==> config.mk <==
export PLATFORM = sky130hd
export DESIGN_NAME = frame_irq_ctrl
export DESIGN_NICKNAME = d
export VERILOG_FILES = /design/src/rtl/sdr_bus_pkg.sv /design/src/rtl/ahb_slave_if.sv /design/src/rtl/frame_irq_ctrl.sv
export SDC_FILE = /design/constraint.sdc
export NUM_CORES = 1
export LEC_CHECK = 0
export BUFFER_PORTS_ARGS = -buffer_cell sky130_fd_sc_hd__buf_4
export CORE_MARGIN = 5
export CORE_UTILIZATION = 49
export DETAILED_ROUTE_END_ITERATION = 7
export PLACE_DENSITY = 0.77
export SETUP_SLACK_MARGIN = 0.5
export SKIP_LAST_GASP = 1
export SLEW_MARGIN = 20
export SYNTH_ARGS = -nofsm -noshare
export SYNTH_HDL_FRONTEND = slang
export SYNTH_HIERARCHICAL = 1
export SYNTH_SLANG_ARGS = --single-unit
==> constraint.sdc <==
create_clock -name clk -period 4.7 [get_ports clk]
set_input_delay 0.94 -clock clk [delete_from_list [all_inputs] [get_ports clk]]
set_output_delay 0.94 -clock clk [all_outputs]
set_load 0.05 [all_outputs]
==> src/rtl/sdr_bus_pkg.sv <==
// Shared AHB-Lite bus encodings and register offsets for the frame-tick peripherals.
package sdr_bus_pkg;

  localparam int unsigned BUS_W = 32;

  typedef enum logic [1:0] {
    HTRANS_IDLE   = 2'b00,
    HTRANS_BUSY   = 2'b01,
    HTRANS_NONSEQ = 2'b10,
    HTRANS_SEQ    = 2'b11
  } htrans_e;

  typedef enum logic [1:0] {
    REG_PEND   = 2'd0,
    REG_MASK   = 2'd1,
    REG_ACTIVE = 2'd2,
    REG_MISS   = 2'd3
  } reg_sel_e;

endpackage

==> src/rtl/ahb_slave_if.sv <==
// Zero-wait-state AHB-Lite slave front end: captures the address phase and
// presents single-cycle read/write strobes plus a register select to a core.
module ahb_slave_if
  import sdr_bus_pkg::*;
(
  input  logic              clk,
  input  logic              rst_n,
  input  logic              HSEL,
  input  logic [3:0]        HADDR,
  input  logic [1:0]        HTRANS,
  input  logic              HWRITE,
  input  logic              HREADY,
  output logic [BUS_W-1:0]  HRDATA,
  output logic              HREADYOUT,
  output logic              HRESP,
  input  logic [BUS_W-1:0]  rd_data,
  output logic              wr_en,
  output logic              rd_en,
  output reg_sel_e          reg_sel
);

  logic     valid_q;
  logic     write_q;
  reg_sel_e addr_q;
  logic     accept;
  logic     unused_bus_bits;

  // Only NONSEQ/SEQ carry a transfer; IDLE and BUSY share HTRANS[1]=0.
  assign accept = HSEL & HTRANS[1] & HREADY;
  assign unused_bus_bits = ^{HADDR[1:0], HTRANS[0]};

  always_ff @(posedge clk) begin
    if (!rst_n) begin
      valid_q <= 1'b0;
      write_q <= 1'b0;
      addr_q  <= REG_PEND;
    end else begin
      valid_q <= accept;
      if (accept) begin
        write_q <= HWRITE;
        addr_q  <= reg_sel_e'(HADDR[3:2]);
      end
    end
  end

  assign wr_en     = valid_q & write_q;
  assign rd_en     = valid_q & ~write_q;
  assign reg_sel   = addr_q;
  assign HRDATA    = rd_en ? rd_data : '0;
  assign HREADYOUT = 1'b1;
  assign HRESP     = 1'b0;

endmodule

==> src/rtl/frame_irq_ctrl.sv <==
// Frame-tick interrupt controller: edge-detected pending bits, mask, W1C clear
// and a saturating counter of events lost to an already-pending bit.
module frame_irq_ctrl
  import sdr_bus_pkg::*;
#(
  parameter int unsigned N_IRQ  = 4,
  parameter int unsigned MISS_W = 16
) (
  input  logic              clk,
  input  logic              rst_n,
  input  logic              HSEL,
  input  logic [3:0]        HADDR,
  input  logic [1:0]        HTRANS,
  input  logic              HWRITE,
  input  logic              HREADY,
  input  logic [31:0]       HWDATA,
  output logic [31:0]       HRDATA,
  output logic              HREADYOUT,
  output logic              HRESP,
  input  logic [N_IRQ-1:0]  irq_in,
  output logic              irq_out
);

  localparam int unsigned CNT_W = $clog2(N_IRQ + 1);
  localparam int unsigned SUM_W = MISS_W + CNT_W;
  localparam logic [MISS_W-1:0] MISS_MAX = '1;

  logic [N_IRQ-1:0]  pend;
  logic [N_IRQ-1:0]  mask;
  logic [N_IRQ-1:0]  irq_prev;
  logic [N_IRQ-1:0]  rise;
  logic [N_IRQ-1:0]  hit;
  logic [MISS_W-1:0] miss;
  logic [MISS_W-1:0] miss_next;
  logic [CNT_W-1:0]  miss_inc;
  logic [SUM_W-1:0]  miss_sum;
  logic [31:0]       rd_data;
  logic              wr_en;
  logic              rd_en;
  reg_sel_e          reg_sel;
  logic              wr_pend;
  logic              wr_mask;
  logic              wr_miss;
  logic              unused_hwdata;
  logic              unused_rd_en;

  ahb_slave_if u_ahb_slave_if (
    .clk       (clk),
    .rst_n     (rst_n),
    .HSEL      (HSEL),
    .HADDR     (HADDR),
    .HTRANS    (HTRANS),
    .HWRITE    (HWRITE),
    .HREADY    (HREADY),
    .HRDATA    (HRDATA),
    .HREADYOUT (HREADYOUT),
    .HRESP     (HRESP),
    .rd_data   (rd_data),
    .wr_en     (wr_en),
    .rd_en     (rd_en),
    .reg_sel   (reg_sel)
  );

  assign unused_hwdata = ^HWDATA;
  assign unused_rd_en  = rd_en;

  assign wr_pend = wr_en && (reg_sel == REG_PEND);
  assign wr_mask = wr_en && (reg_sel == REG_MASK);
  assign wr_miss = wr_en && (reg_sel == REG_MISS);

  assign rise = irq_in & ~irq_prev;
  assign hit  = rise & pend;

  // A write to MISS clears before this cycle's lost events are added.
  always_comb begin
    miss_inc = '0;
    for (int unsigned i = 0; i < N_IRQ; i++) begin
      miss_inc = miss_inc + CNT_W'(hit[i]);
    end
    miss_sum = (wr_miss ? '0 : {{CNT_W{1'b0}}, miss}) + SUM_W'(miss_inc);
    if (miss_sum > SUM_W'(MISS_MAX)) begin
      miss_next = MISS_MAX;
    end else begin
      miss_next = miss_sum[MISS_W-1:0];
    end
  end

  always_ff @(posedge clk) begin
    if (!rst_n) begin
      pend     <= '0;
      mask     <= '0;
      miss     <= '0;
      irq_prev <= '0;
    end else begin
      irq_prev <= irq_in;
      miss     <= miss_next;
      // New edges take priority over a same-cycle W1C.
      if (wr_pend) begin
        pend <= (pend & ~HWDATA[N_IRQ-1:0]) | rise;
      end else begin
        pend <= pend | rise;
      end
      if (wr_mask) begin
        mask <= HWDATA[N_IRQ-1:0];
      end
    end
  end

  always_comb begin
    rd_data = '0;
    unique case (reg_sel)
      REG_PEND:   rd_data = 32'(pend);
      REG_MASK:   rd_data = 32'(mask);
      REG_ACTIVE: rd_data = 32'(pend & mask);
      REG_MISS:   rd_data = 32'(miss);
      default:    rd_data = '0;
    endcase
  end

  assign irq_out = |(pend & mask);

endmodule

==> impl_results.md <==
* Clock root cell: sky130_fd_sc_hd__clkbuf_8
* Wirelength, routed at 4370 um
* Number of remaining DRC errors at 0
* Switching power at 152 uW
* First-pass GRT wire length at 7260 um
* Reg-to-reg critical path startpoint: irq_prev[0]
* Final HPWL from detailed placement at 3160 um
* WL met2 at 1990 um
* GRT Residual Overflow at 0
* DRT met1 WL at 1970 um
* Core area at 0.00403 mm2
* Number of buffers inserted during clock tree synthesis at 5
* Number of hold-repair buffers added at the cts stage at 0
* Tcrit/Tclk final at 79.4%
* Count of cells along the worst register-to-register path at 10
* Total count of max-transition violations in the final report at 0
* Switching fraction of total power at 24.6%
* Seq cells post-synth at 32
* Combinational share of power at 11.0%
* Die X at 74.7 um
* Average size of a mapped cell at 8.33 um2
* Count of antenna-violating nets left after detailed routing at 0
* Max-cap violations at 0
* # clock sinks at 32
* Reported leakage power at 0.00102 uW
* Capturing element type of the critical path: register
* Top Family by Delay on Critical Path: adder cells
* Antenna Diode Count at 0
* Power density cells at 256 mW/mm2
* Fill cells at 352
* Max stage delay on crit path at 0.53 ns
* Hold Crit Class: reg2reg
* Most used DFF post-synth: sky130_fd_sc_hd__dfxtp_1
* Highest ir drop seen on vdd at 0.000149 V
* Outcome: complete, no violations
* Hold Slack at 0.514 ns
* Number of hold violations in the final report at 0
* Unrepaired setup endpoints after global routing: false
* Sequential share of power at 46.8%
* Flip-flop and latch area at 641 um2
* Fraction of final layout cells with drive strength greater than 1 at 22.3%
* Number of cells after detailed placement at 329
* Count of mapped cells out of synthesis at 246
* Slew at the pin with the worst max-slew slack at 0.702 ns
* Routed len/inst at 13.0 um
* Count of input and output buffers at 32
* Worst Path Buf+Inv at 2
* Cell-internal power at 465 uW
* Worst clock skew at 0.00376 ns
* Via density per instance at 5.17
* Amount of wire on met3 after detailed routing at 315 um
* Number of detailed-routing iterations run before antenna repair at 4
* Most common cell type on the critical path: sky130_fd_sc_hd__fa_1
* Number of warning messages in the yosys log at 6
* Largest net degree at the start of global routing at 33
* Number of resized instances in the post-cts repair step at 0
* Seq/Total Area, Yosys at 31.3%
* Total number of vias at 1743
* Critical register-to-register path endpoint: miss[1]
* Cell depth of the worst hold path at 2
* Number of buffers added for setup after CTS at 0
* Kind of start point of the critical path: input pin
* Final Non-Filler Cells at 337
* Final net count at 337
* Critical-path top delay cell: sky130_fd_sc_hd__fa_1
* Number of standard-cell rows in the floorplan at 23
* Maximum root-to-sink buffer count at 2
* Antenna violations before repair at 0
* Final setup violation count at 0
* Async S/R FF share, synth at 0%
* Combined area of all synthesized cells at 0.00205 mm2
* Topmost layer with routed signal wires: met4
* Final Wtd Congestion at 0.876
* Final-layout setup total negative slack at 0 ns
* Data required time of the worst path at 4.91 ns
* Clock input transition at the sequential cells of the worst setup and hold paths at 0.07 ns
* Cells along the critical path: buf_4 -> nor2b_1 -> and2_1 -> fa_1 -> inv_1 -> fa_1 -> fa_1 -> nand3b_1 -> nor4b_2 -> nand3_2 -> a21oi_1
* Highest achievable clock rate at 0.268 GHz
* Die Area at 0.00557 mm2
* Max transition margin at 53.2%
* Most common cell after layout, fill and taps aside: sky130_fd_sc_hd__buf_4
* Global-route usage over all layers at 16.8%
* Initial core utilization at 50.8%
* Power after layout at 617 uW
* Number of global-route vias before repair at 1603
* Growth of design area from synthesis to finish at 17.8%
* Hold_sp: u_ahb_slave_if/write_q
* Die height at 74.7 um
* CTS tree: built
* R2R Setup Slk at 1.50 ns
* Library cells used by synthesis at 48
* H-tree depth at 2
* Fraction of power consumed by the clock network at 42.2%
* Maximum net fanout on the critical path at 8
* Count of boundary I/O pins at 82
* Multi-input logic area at 0.00133 mm2
* Arrival time reported for the critical path endpoint at 3.94 ns
* Final critical path time including I/O delays and setup at 3.73 ns
* Worst-case hold path end point: u_ahb_slave_if/write_q
* Initial DRC count at 122
* Clock latency on the worst-skew pair at 0.28 ns
* Area after detailed placement at 0.00230 mm2
* Most frequent cells in the layout: 33 x sky130_fd_sc_hd__buf_4, 32 x sky130_fd_sc_hd__dfxtp_1, 29 x sky130_fd_sc_hd__and2_1
* Finished layout cell area at 0.00241 mm2
* Worst Setup Path Type: in2reg
* Count of flip-flops with a built-in enable after synthesis at 0
-- power by group through the flow --
stage	clock network, uW	registers (uW)	logic, uW
after floorplan	0	291	55.6
after global placement	0	295	65.5
after detailed placement	0	295	67.5
after CTS	266	289	67.9
after global routing	273	290	77.5
final	260	289	67.8
-- synthesized netlist by cell type, types with 3 or more instances --
cell / count / area (um2)
sky130_fd_sc_hd__inv_1: 7 / 26.3
sky130_fd_sc_hd__conb_1: 3 / 11.3
sky130_fd_sc_hd__and2_2: 13 / 97.6
sky130_fd_sc_hd__nor2b_1: 5 / 31.3
sky130_fd_sc_hd__nand2_1: 26 / 97.6
sky130_fd_sc_hd__clkbuf_1: 6 / 22.5
sky130_fd_sc_hd__xnor2_1: 5 / 43.8
sky130_fd_sc_hd__nor2_1: 19 / 71.3
sky130_fd_sc_hd__fa_1: 3 / 60.1
sky130_fd_sc_hd__xor2_1: 4 / 35.0
sky130_fd_sc_hd__buf_6: 6 / 67.6
sky130_fd_sc_hd__mux2i_1: 7 / 70.1
sky130_fd_sc_hd__dfxtp_1: 32 / 641
sky130_fd_sc_hd__a21oi_1: 13 / 65.1
sky130_fd_sc_hd__and3_1: 13 / 81.3
sky130_fd_sc_hd__nor3_1: 3 / 15.0
sky130_fd_sc_hd__nand3_1: 8 / 40.0
sky130_fd_sc_hd__o22ai_1: 4 / 25.0
sky130_fd_sc_hd__nand4_1: 3 / 18.8
sky130_fd_sc_hd__and2_1: 29 / 181
-- worst reg2reg max path, stage by stage, from the launching register on --
cell and delay (ns):
sky130_fd_sc_hd__dfxtp_1 0.31, sky130_fd_sc_hd__nor2b_1 0.05, sky130_fd_sc_hd__and2_1 0.17, sky130_fd_sc_hd__fa_1 0.53, sky130_fd_sc_hd__inv_1 0.06, sky130_fd_sc_hd__fa_1 0.47
sky130_fd_sc_hd__fa_1 0.41, sky130_fd_sc_hd__nand3b_1 0.32, sky130_fd_sc_hd__nor4b_2 0.35, sky130_fd_sc_hd__nand3_2 0.25, sky130_fd_sc_hd__a21oi_1 0.20
-- state kept, by name (all words and copies together) (netlist names) --
register / cells
irq_prev: 4
mask: 4
miss: 16
pend: 4
u_ahb_slave_if/reg_sel: 2
u_ahb_slave_if/valid_q: 1
u_ahb_slave_if/write_q: 1
-- cell type report --
class                           instances  share of cell area, %
Clock buffer                            6                   3.01
Multi-Input combinational cell        207                   55.0
Tap cell                               50                   2.59
Sequential cell                        32                   26.6
Inverter                                7                   1.09
Timing Repair Buffer                   33                   10.3
Clock inverter                          2                   1.45
-- worst max-delay path by stage --
| stage | startpoint | endpoint | slack [ns] | cells after the start |
|---|---|---|---|---|
| final | irq_in[0] | miss[1] | 0.97 | 11 |
| after floorplan | irq_in[0] | miss[8] | 1.07 | 11 |
| after detailed placement | irq_in[0] | miss[0] | 0.68 | 11 |
| after global placement | irq_in[0] | miss[1] | 0.70 | 11 |
| after global routing | irq_in[0] | miss[0] | 0.75 | 11 |
| after CTS | irq_in[0] | miss[1] | 0.97 | 11 |
-- metal layers --
layer / up-vias / track usage [%]
met5: - / 0
met3: 7 / 1.87
li1: 891 / -
met4: 0 / 8.70
met2: 58 / 26.1
met1: 787 / 22.9
-- cell families (layout without fill, tap and decap cells) --
kind of cell / Yosys count / in the layout / synth area share (%)
simple gates: 137 / 137 / 40.0
compound gates: 32 / 32 / 10.8
flops: 32 / 32 / 31.3
buf+inv: 22 / 48 / 6.66
xor+xnor: 9 / 9 / 3.85
mux: 7 / 7 / 3.42
fa+ha+maj: 4 / 4 / 3.54
other cells: 3 / 18 / 0.550
-- metrics by stage --
stage	worst slack, ns	util, %
floorplan	1.07	-
global placement	0.704	57.2
detailed placement	0.676	57.2
CTS	0.970	59.9
global route	0.745	59.9
finish	0.970	59.9
No activity file was read; power rests on OpenSTA's default activity.
